--- src/rtl/lcd_pixel_fifo_if.sv ---
// Pixel output stream of lcd_pixel_fifo: show-ahead head entry plus a valid/ready handshake.
// A word moves on every clock where o_valid and i_ready are both high; while o_valid is high
// and i_ready is low, o_data/o_sof hold the same head entry.
interface lcd_pixel_fifo_if;
  logic [15:0] o_data;
  logic        o_sof;
  logic        o_valid;
  logic        i_ready;

  modport master (output o_data, output o_sof, output o_valid, input i_ready);
  modport slave  (input o_data, input o_sof, input o_valid, output i_ready);
endinterface

--- src/rtl/lcd_pixel_fifo.sv ---
// VGA-timed RGB888 to RGB565 pixel FIFO with frame geometry check and overflow frame drop.
// Optional 2x2 ordered dither before truncation: define LCD_PIXEL_FIFO_DITHER_EN.
module lcd_pixel_fifo #(
  parameter int c_x_size    = 240,
  parameter int c_y_size    = 240,
  parameter int c_fifo_bits = 6
) (
  input  logic                 clk_pixel,
  input  logic                 reset,
  input  logic                 clk_pixel_ena,
  input  logic                 blank,
  input  logic                 hsync,
  input  logic                 vsync,
  input  logic [7:0]           i_r,
  input  logic [7:0]           i_g,
  input  logic [7:0]           i_b,
  lcd_pixel_fifo_if.master     io_stream,
  output logic [c_fifo_bits:0] o_level,
  output logic                 o_overflow,
  output logic                 o_frame_err
);
  localparam int c_depth    = 1 << c_fifo_bits;
  localparam int c_xy_max   = (c_x_size > c_y_size) ? c_x_size : c_y_size;
  localparam int c_cnt_bits = $clog2(c_xy_max + 1) + 1;
  localparam logic [c_cnt_bits-1:0]  c_cnt_max    = '1;
  localparam logic [c_cnt_bits-1:0]  c_x_exp      = c_cnt_bits'(c_x_size);
  localparam logic [c_cnt_bits-1:0]  c_y_exp      = c_cnt_bits'(c_y_size);
  localparam logic [c_fifo_bits:0]   c_level_full = {1'b1, {c_fifo_bits{1'b0}}};

  logic r_prev_vsync, r_prev_blank, r_vs_seen, r_sof_pend, r_drop;
  logic r_frame_err, r_overflow;
  logic [c_cnt_bits-1:0] r_x, r_y;
  logic r_s1_valid, r_s1_sof;

  logic w_vs_rise, w_bl_rise, w_active;
  logic w_push_valid, w_push_sof;
  logic [15:0] w_push_data;
  logic w_valid, w_full, w_pop, w_push, w_overflow, w_write;
  logic [16:0] w_head;
  logic w_unused;

  logic [16:0]            r_mem [c_depth];
  logic [c_fifo_bits-1:0] r_wptr, r_rptr;
  logic [c_fifo_bits:0]   r_level;

  assign w_vs_rise = clk_pixel_ena & vsync & ~r_prev_vsync;
  assign w_bl_rise = clk_pixel_ena & blank & ~r_prev_blank;
  assign w_active  = clk_pixel_ena & ~blank;

  // prev_blank starts high so a blanked input after reset is not seen as a line end
  always_ff @(posedge clk_pixel) begin
    if (reset) begin
      r_prev_vsync <= 1'b0;
      r_prev_blank <= 1'b1;
      r_vs_seen    <= 1'b0;
      r_sof_pend   <= 1'b0;
      r_drop       <= 1'b1;
      r_frame_err  <= 1'b0;
      r_x          <= '0;
      r_y          <= '0;
    end else begin
      r_frame_err <= 1'b0;
      if (clk_pixel_ena) begin
        r_prev_vsync <= vsync;
        r_prev_blank <= blank;
      end
      if (w_vs_rise) begin
        r_sof_pend <= 1'b1;
        r_vs_seen  <= 1'b1;
        r_x        <= '0;
        r_y        <= '0;
        if (r_vs_seen && (r_y != c_y_exp)) r_frame_err <= 1'b1;
      end else if (w_active) begin
        if (r_x != c_cnt_max) r_x <= r_x + 1'b1;
        if (!r_drop) r_sof_pend <= 1'b0;
      end else if (w_bl_rise) begin
        if (r_x != c_x_exp) r_frame_err <= 1'b1;
        r_x <= '0;
        if (r_y != c_cnt_max) r_y <= r_y + 1'b1;
      end
      // a new frame always re-arms, even if a stale pixel overflows in the same cycle
      if (w_vs_rise)       r_drop <= 1'b0;
      else if (w_overflow) r_drop <= 1'b1;
    end
  end

`ifdef LCD_PIXEL_FIFO_DITHER_EN
  logic [7:0]  r_s1_r, r_s1_g, r_s1_b;
  logic [1:0]  r_s1_yx;
  logic        r_s2_valid, r_s2_sof;
  logic [15:0] r_s2_data;
  logic [7:0]  w_d_r, w_d_g, w_d_b;

  function automatic logic [2:0] f_off_rb(input logic [1:0] yx);
    case (yx)
      2'b00:   f_off_rb = 3'd0;
      2'b01:   f_off_rb = 3'd4;
      2'b10:   f_off_rb = 3'd6;
      default: f_off_rb = 3'd2;
    endcase
  endfunction

  function automatic logic [2:0] f_off_g(input logic [1:0] yx);
    case (yx)
      2'b00:   f_off_g = 3'd0;
      2'b01:   f_off_g = 3'd2;
      2'b10:   f_off_g = 3'd3;
      default: f_off_g = 3'd1;
    endcase
  endfunction

  function automatic logic [7:0] f_sat_add(input logic [7:0] a, input logic [2:0] off);
    logic [8:0] s;
    s = {1'b0, a} + {6'd0, off};
    f_sat_add = s[8] ? 8'hFF : s[7:0];
  endfunction

  assign w_d_r = f_sat_add(r_s1_r, f_off_rb(r_s1_yx));
  assign w_d_g = f_sat_add(r_s1_g, f_off_g(r_s1_yx));
  assign w_d_b = f_sat_add(r_s1_b, f_off_rb(r_s1_yx));

  always_ff @(posedge clk_pixel) begin
    if (reset) begin
      r_s1_valid <= 1'b0;
      r_s1_sof   <= 1'b0;
      r_s1_r     <= '0;
      r_s1_g     <= '0;
      r_s1_b     <= '0;
      r_s1_yx    <= '0;
      r_s2_valid <= 1'b0;
      r_s2_sof   <= 1'b0;
      r_s2_data  <= '0;
    end else begin
      r_s1_valid <= w_active & ~r_drop;
      r_s1_sof   <= r_sof_pend;
      r_s1_r     <= i_r;
      r_s1_g     <= i_g;
      r_s1_b     <= i_b;
      r_s1_yx    <= {r_y[0], r_x[0]};
      r_s2_valid <= r_s1_valid;
      r_s2_sof   <= r_s1_sof;
      r_s2_data  <= {w_d_r[7:3], w_d_g[7:2], w_d_b[7:3]};
    end
  end

  assign w_push_valid = r_s2_valid;
  assign w_push_sof   = r_s2_sof;
  assign w_push_data  = r_s2_data;
  assign w_unused     = &{1'b0, hsync, w_d_r[2:0], w_d_g[1:0], w_d_b[2:0]};
`else
  logic [15:0] r_s1_data;

  always_ff @(posedge clk_pixel) begin
    if (reset) begin
      r_s1_valid <= 1'b0;
      r_s1_sof   <= 1'b0;
      r_s1_data  <= '0;
    end else begin
      r_s1_valid <= w_active & ~r_drop;
      r_s1_sof   <= r_sof_pend;
      r_s1_data  <= {i_r[7:3], i_g[7:2], i_b[7:3]};
    end
  end

  assign w_push_valid = r_s1_valid;
  assign w_push_sof   = r_s1_sof;
  assign w_push_data  = r_s1_data;
  assign w_unused     = &{1'b0, hsync, i_r[2:0], i_g[1:0], i_b[2:0]};
`endif

  // pixels already in flight when an overflow hits are discarded with the rest of the frame
  assign w_push     = w_push_valid & ~r_drop;
  assign w_valid    = (r_level != '0);
  assign w_full     = (r_level == c_level_full);
  assign w_pop      = w_valid & io_stream.i_ready;
  assign w_overflow = w_push & w_full & ~w_pop;
  assign w_write    = w_push & ~w_overflow;

  always_ff @(posedge clk_pixel) begin
    if (w_write) r_mem[r_wptr] <= {w_push_sof, w_push_data};
  end

  always_ff @(posedge clk_pixel) begin
    if (reset) begin
      r_wptr     <= '0;
      r_rptr     <= '0;
      r_level    <= '0;
      r_overflow <= 1'b0;
    end else begin
      if (w_write) r_wptr <= r_wptr + 1'b1;
      if (w_pop)   r_rptr <= r_rptr + 1'b1;
      if (w_write && !w_pop)      r_level <= r_level + 1'b1;
      else if (!w_write && w_pop) r_level <= r_level - 1'b1;
      if (w_overflow) r_overflow <= 1'b1;
    end
  end

  assign w_head            = r_mem[r_rptr];
  assign io_stream.o_valid = w_valid;
  assign io_stream.o_data  = w_valid ? w_head[15:0] : 16'h0000;
  assign io_stream.o_sof   = w_valid ? w_head[16] : 1'b0;
  assign o_level           = r_level;
  assign o_overflow        = r_overflow;
  assign o_frame_err       = r_frame_err;
endmodule
--- src/flat_wrapper.sv ---
// flat-port wrapper written by rule: the top's interface ports become plain ports
module lcd_pixel_fifo_flat 
#(
  parameter int c_x_size    = 240,
  parameter int c_y_size    = 240,
  parameter int c_fifo_bits = 6
)
  (clk_pixel, reset, clk_pixel_ena, blank, hsync, vsync, i_r, i_g, i_b, o_level, o_overflow, o_frame_err, io_stream_o_data, io_stream_o_sof, io_stream_o_valid, io_stream_i_ready);
  lcd_pixel_fifo_if io_stream_i ();
  input  logic clk_pixel;
  input  logic reset;
  input  logic clk_pixel_ena;
  input  logic blank;
  input  logic hsync;
  input  logic vsync;
  input  logic [7:0] i_r;
  input  logic [7:0] i_g;
  input  logic [7:0] i_b;
  output logic [c_fifo_bits:0] o_level;
  output logic o_overflow;
  output logic o_frame_err;
  output wire logic [$bits(io_stream_i.o_data)-1:0] io_stream_o_data;
  output wire logic [$bits(io_stream_i.o_sof)-1:0] io_stream_o_sof;
  output wire logic [$bits(io_stream_i.o_valid)-1:0] io_stream_o_valid;
  input wire logic [$bits(io_stream_i.i_ready)-1:0] io_stream_i_ready;
  assign io_stream_o_data = io_stream_i.o_data;
  assign io_stream_o_sof = io_stream_i.o_sof;
  assign io_stream_o_valid = io_stream_i.o_valid;
  assign io_stream_i.i_ready = io_stream_i_ready;
  lcd_pixel_fifo #(.c_x_size(c_x_size), .c_y_size(c_y_size), .c_fifo_bits(c_fifo_bits)) u_core (.clk_pixel(clk_pixel), .reset(reset), .clk_pixel_ena(clk_pixel_ena), .blank(blank), .hsync(hsync), .vsync(vsync), .i_r(i_r), .i_g(i_g), .i_b(i_b), .io_stream(io_stream_i), .o_level(o_level), .o_overflow(o_overflow), .o_frame_err(o_frame_err));
endmodule
--- config.mk ---
export PLATFORM = sky130hd
export DESIGN_NAME = lcd_pixel_fifo_flat
export DESIGN_NICKNAME = d
export VERILOG_FILES = /design/src/rtl/lcd_pixel_fifo_if.sv /design/src/rtl/lcd_pixel_fifo.sv /design/src/flat_wrapper.sv
export SDC_FILE = /design/constraint.sdc
export NUM_CORES = 1
export LEC_CHECK = 0
export ABC_CLOCK_PERIOD_IN_PS = 4400
export CAP_MARGIN = 5
export CORE_MARGIN = 5
export CORE_UTILIZATION = 62
export CTS_CLUSTER_DIAMETER = 80
export DETAILED_ROUTE_END_ITERATION = 10
export GPL_TIMING_DRIVEN = 0
export PLACE_DENSITY = 0.76
export RECOVER_POWER = 100
export REMOVE_ABC_BUFFERS = 1
export SYNTH_ARGS = -nofsm -noshare
export SYNTH_HDL_FRONTEND = slang
export SYNTH_SLANG_ARGS = --single-unit
export TNS_END_PERCENT = 10
--- constraint.sdc ---
create_clock -name clk_pixel -period 4.4 [get_ports clk_pixel]
set_input_delay 0.44 -clock clk_pixel [delete_from_list [all_inputs] [get_ports clk_pixel]]
set_output_delay 0.44 -clock clk_pixel [all_outputs]
set_load 0.05 [all_outputs]
==> results.yml <==
synth:
  avgSynthCellArea_sq_um: 20.9
  synth-seq-area-share: 0.767
  synth-edff-count: 1088
  synth_area_leaders: "edfxtp_1 74%, mux4_2 14%, dfxtp_1 3.1%, nor2_1 1.1%, mux2i_1 0.95%"
  ys_warn_count: 0
  synth_flop_cell: "edfxtp_1"
  synthesis.area_sq_mm: 0.0444
  synth.top_cell.area_share: 0.736
  synth.distinct_cells: 63
  postSynth.asyncResetShare: 0
  yosys.area.top_type: "edfxtp_1"
  synth_seq_cells: 1156
  synthCells: 2124
worst_setup_path:
  cp.required_ns: 3.96
  cp_cell_sequence: "buf_16, buf_16, buf_12, buf_16, mux4_2, o22ai_1, or3_1, o21ai_0, a22o_1, dlygate4sd2_1"
  critPathKind: "flip-flop to primary output"
  end_kind: "primary output"
  path_buf_inv: 5
  path_delay_family: "buffers and inverters"
  crit_path_start_kind: "flip-flop"
  max_stage_delay_ns: 0.55
  cp.arrival_ns: 4.01
  path_common_cell: "buf_16"
  critPathSlowestCell: "dlygate4sd2_1"
  crit_fanout: 45
detailed_routing:
  final_antenna_net_count: 0
  viasPerCell: 7.07
  via_count: 23500
  totalWireLength_microns: 114000
  dr.pass1.iters: 5
  drt-initial-drc-count: 3454
  drc: 0
  routedWlPerCell_microns: 34.2
placed_design:
  dp_slack_ns: -0.876
  routabilityCongestion: 0.808
  dp_hpwl_microns: 66400
  placed_area_sq_mm: 0.0476
  port_buffers: 48
clock_network:
  clk_latency_ns: 0.68
  cts_sinks: 1156
  cts_buffers: 112
  clockBufferDepth: 3
  path_clk_slew_ns: 0.07
  cts-root-buf: "clkbuf_16"
  hold_buffers: 0
  cts_tree: "yes"
  h-tree-depth: 3
floorplan:
  die_h_microns: 278
  die_x_microns: 278
  initial_core_util: 0.623
  ios: 58
  core_area_sq_mm: 0.0712
  rows: 98
  die-area_sq_mm: 0.0770
final_layout:
  syn_to_final_growth_pct: 13.0
  finalInstanceArea_sq_mm: 0.0501
  utilization: 0.704
  nFillCells: 4010
  finalNetCount: 2323
  drive_gt1_frac: 0.207
power:
  p_sw_mw: 6.69
  vdd_ir_drop_max_mv: 0.491
  p_comb_frac: 0.163
  internal_power_mw: 19.6
  p_per_area_mw_per_mm2: 525
  power_frac_clock: 0.374
  p_sw_frac: 0.254
  seq_power_share: 0.463
  leakagePower_nw: 16.7
  total_power_mw: 26.3
status:
  violations: "max-capacitance violations, max-slew violations, negative setup slack"
  status: "complete, but fails checks"
grt:
  antenna_found_initial: 4
  grt_pass1_vias: 23800
  grt_max_degree: 58
  grt.total_usage: 0.294
  grt_pass1_wl_microns: 164000
  overflow: 0
sta:
  max_slew_margin: -0.822
  layout_min_cycle_time_ns: 4.45
  finalSetupViolations: 2
  fin_skew_ns: 0.0333
  period_share: 1.01
  finalWorstSetupSlack_ns: -0.0508
  tightest_slew_ns: 2.73
  fmax_mhz: 225
  hold_viol: 0
  rsz0062_at_grt: "yes"
  setup_tns_ns: -0.0916
  slew_viol_final: 784
worst_hold_path:
  hold_path.class: "primary input to flip-flop"
run:
  drv_cap: 18
[synth_stat cells, types with 11 or more instances]
cell,instances
nor2_1,125
a22o_1,14
a21oi_1,34
dfxtp_1,68
inv_1,12
mux4_2,272
o221ai_1,13
o22ai_1,55
clkbuf_1,36
buf_1,21
buf_2,47
a211oi_1,18
nand2_1,31
ha_1,15
mux2i_1,42
edfxtp_1,1088
nand3_1,19
xor2_1,16
or3_1,15
o21ai_0,47
a22oi_1,11
nor2b_1,27
[through the flow]
stage	cells	hold slack (ns)
floorplan	2011	0.431
global placement	3009	0.455
detailed placement	3107	0.464
CTS	3316	0.0946
global route	3317	0.215
finish	3319	0.188
[state kept, by name (all words and copies together), names as in the netlist, 6 cells and up, named ones only]
register / flops
u_core.r_s1_data: 16
u_core.o_level: 7
u_core.r_rptr: 6
u_core.r_mem: 1088
u_core.r_wptr: 6
u_core.r_y: 9
u_core.r_x: 9
[placed cells by master, fill, tap and decap left out, types with 6 or more instances in the layout]
cell type / count
edfxtp_1: 1088
mux4_2: 272
nor2_1: 125
clkbuf_16: 116
clkbuf_1: 92
dfxtp_1: 63
o22ai_1: 55
mux2i_1: 41
a21oi_1: 35
nand2_1: 33
o21ai_0: 31
clkinv_1: 28
nor2b_1: 24
nand3_1: 20
dlygate4sd3_1: 18
clkinv_2: 17
a211oi_1: 16
o21ai_1: 16
xor2_1: 16
or3_1: 15
ha_1: 15
bufinv_16: 15
a22o_1: 14
inv_1: 12
o221ai_1: 12
clkdlybuf4s50_1: 12
dlygate4sd2_1: 12
a22oi_1: 11
buf_16: 10
nand4_1: 9
xnor2_1: 8
nor3_1: 7
nand3b_1: 6
clkbuf_8: 6
buf_12: 6
[repair_timing]
action,CTS,global route
setup buffers,3,0
endpoints found under the setup margin,17,14
resized for setup,51,5
pin swaps,0,0
cloned,1,1
[path summary, 6_finish.rpt]
check / slack (ns) / to / start / cells past startpoint
max reg2reg: 0.08 / u_core.r_mem[51][11]$_DFFE_PP_ / u_core.o_level[0]$_SDFFE_PP0P_ / 6
max: -0.05 / io_stream_o_data[15] / flip-flop / 10
min: 0.19 / u_core.r_s1_data[2]$_SDFF_PP0_ / reset / 2
min reg2reg: 0.47 / u_core.r_s1_sof$_SDFF_PP0_ / u_core.r_sof_pend$_SDFFE_PP0P_ / 1
[area by class of cell]
class                      instances  area, sq um  area share
antenna                            2         5.00   0.0000998
clock buffer                     134         3010      0.0600
clock inverter                    71          768      0.0153
inverter                          12         45.0    0.000898
multi-input combinational        843         9770       0.195
sequential                      1156        34100       0.679
tap                              950         1190      0.0237
timing repair buffer             151         1290      0.0258
[layer usage]
| metal | up-vias | share of wire | GRT usage |
|---|---|---|---|
| met5 | - | 0.00023 | 0 |
| met4 | 4 | 0.046 | 0.110 |
| met3 | 296 | 0.12 | 0.0687 |
| met2 | 1990 | 0.49 | 0.476 |
| met1 | 12100 | 0.34 | 0.401 |
| li1 | 9130 | - | - |
[power by group through the flow]
| stage | Sequential (mW) | Clock (mW) | Combinational [mW] |
|---|---|---|---|
| after global routing | 12.2 | 10.4 | 4.51 |
| after detailed placement | 12.5 | 0 | 4.15 |
| final | 12.2 | 9.83 | 4.30 |
| after CTS | 12.2 | 9.88 | 4.35 |
| after global placement | 13.0 | 0 | 3.26 |
| after floorplan | 12.9 | 0 | 2.81 |
[logic make-up after synthesis]
group                    synth area share
AO/OA/AOI/OAI                      0.0320
XOR/XNOR                          0.00510
adder cells (fa/ha/maj)           0.00468
buffers and inverters              0.0133
flip-flops                          0.767
multiplexers                        0.148
AND/OR/NAND/NOR                    0.0302
(Power assumes the default switching activity.)
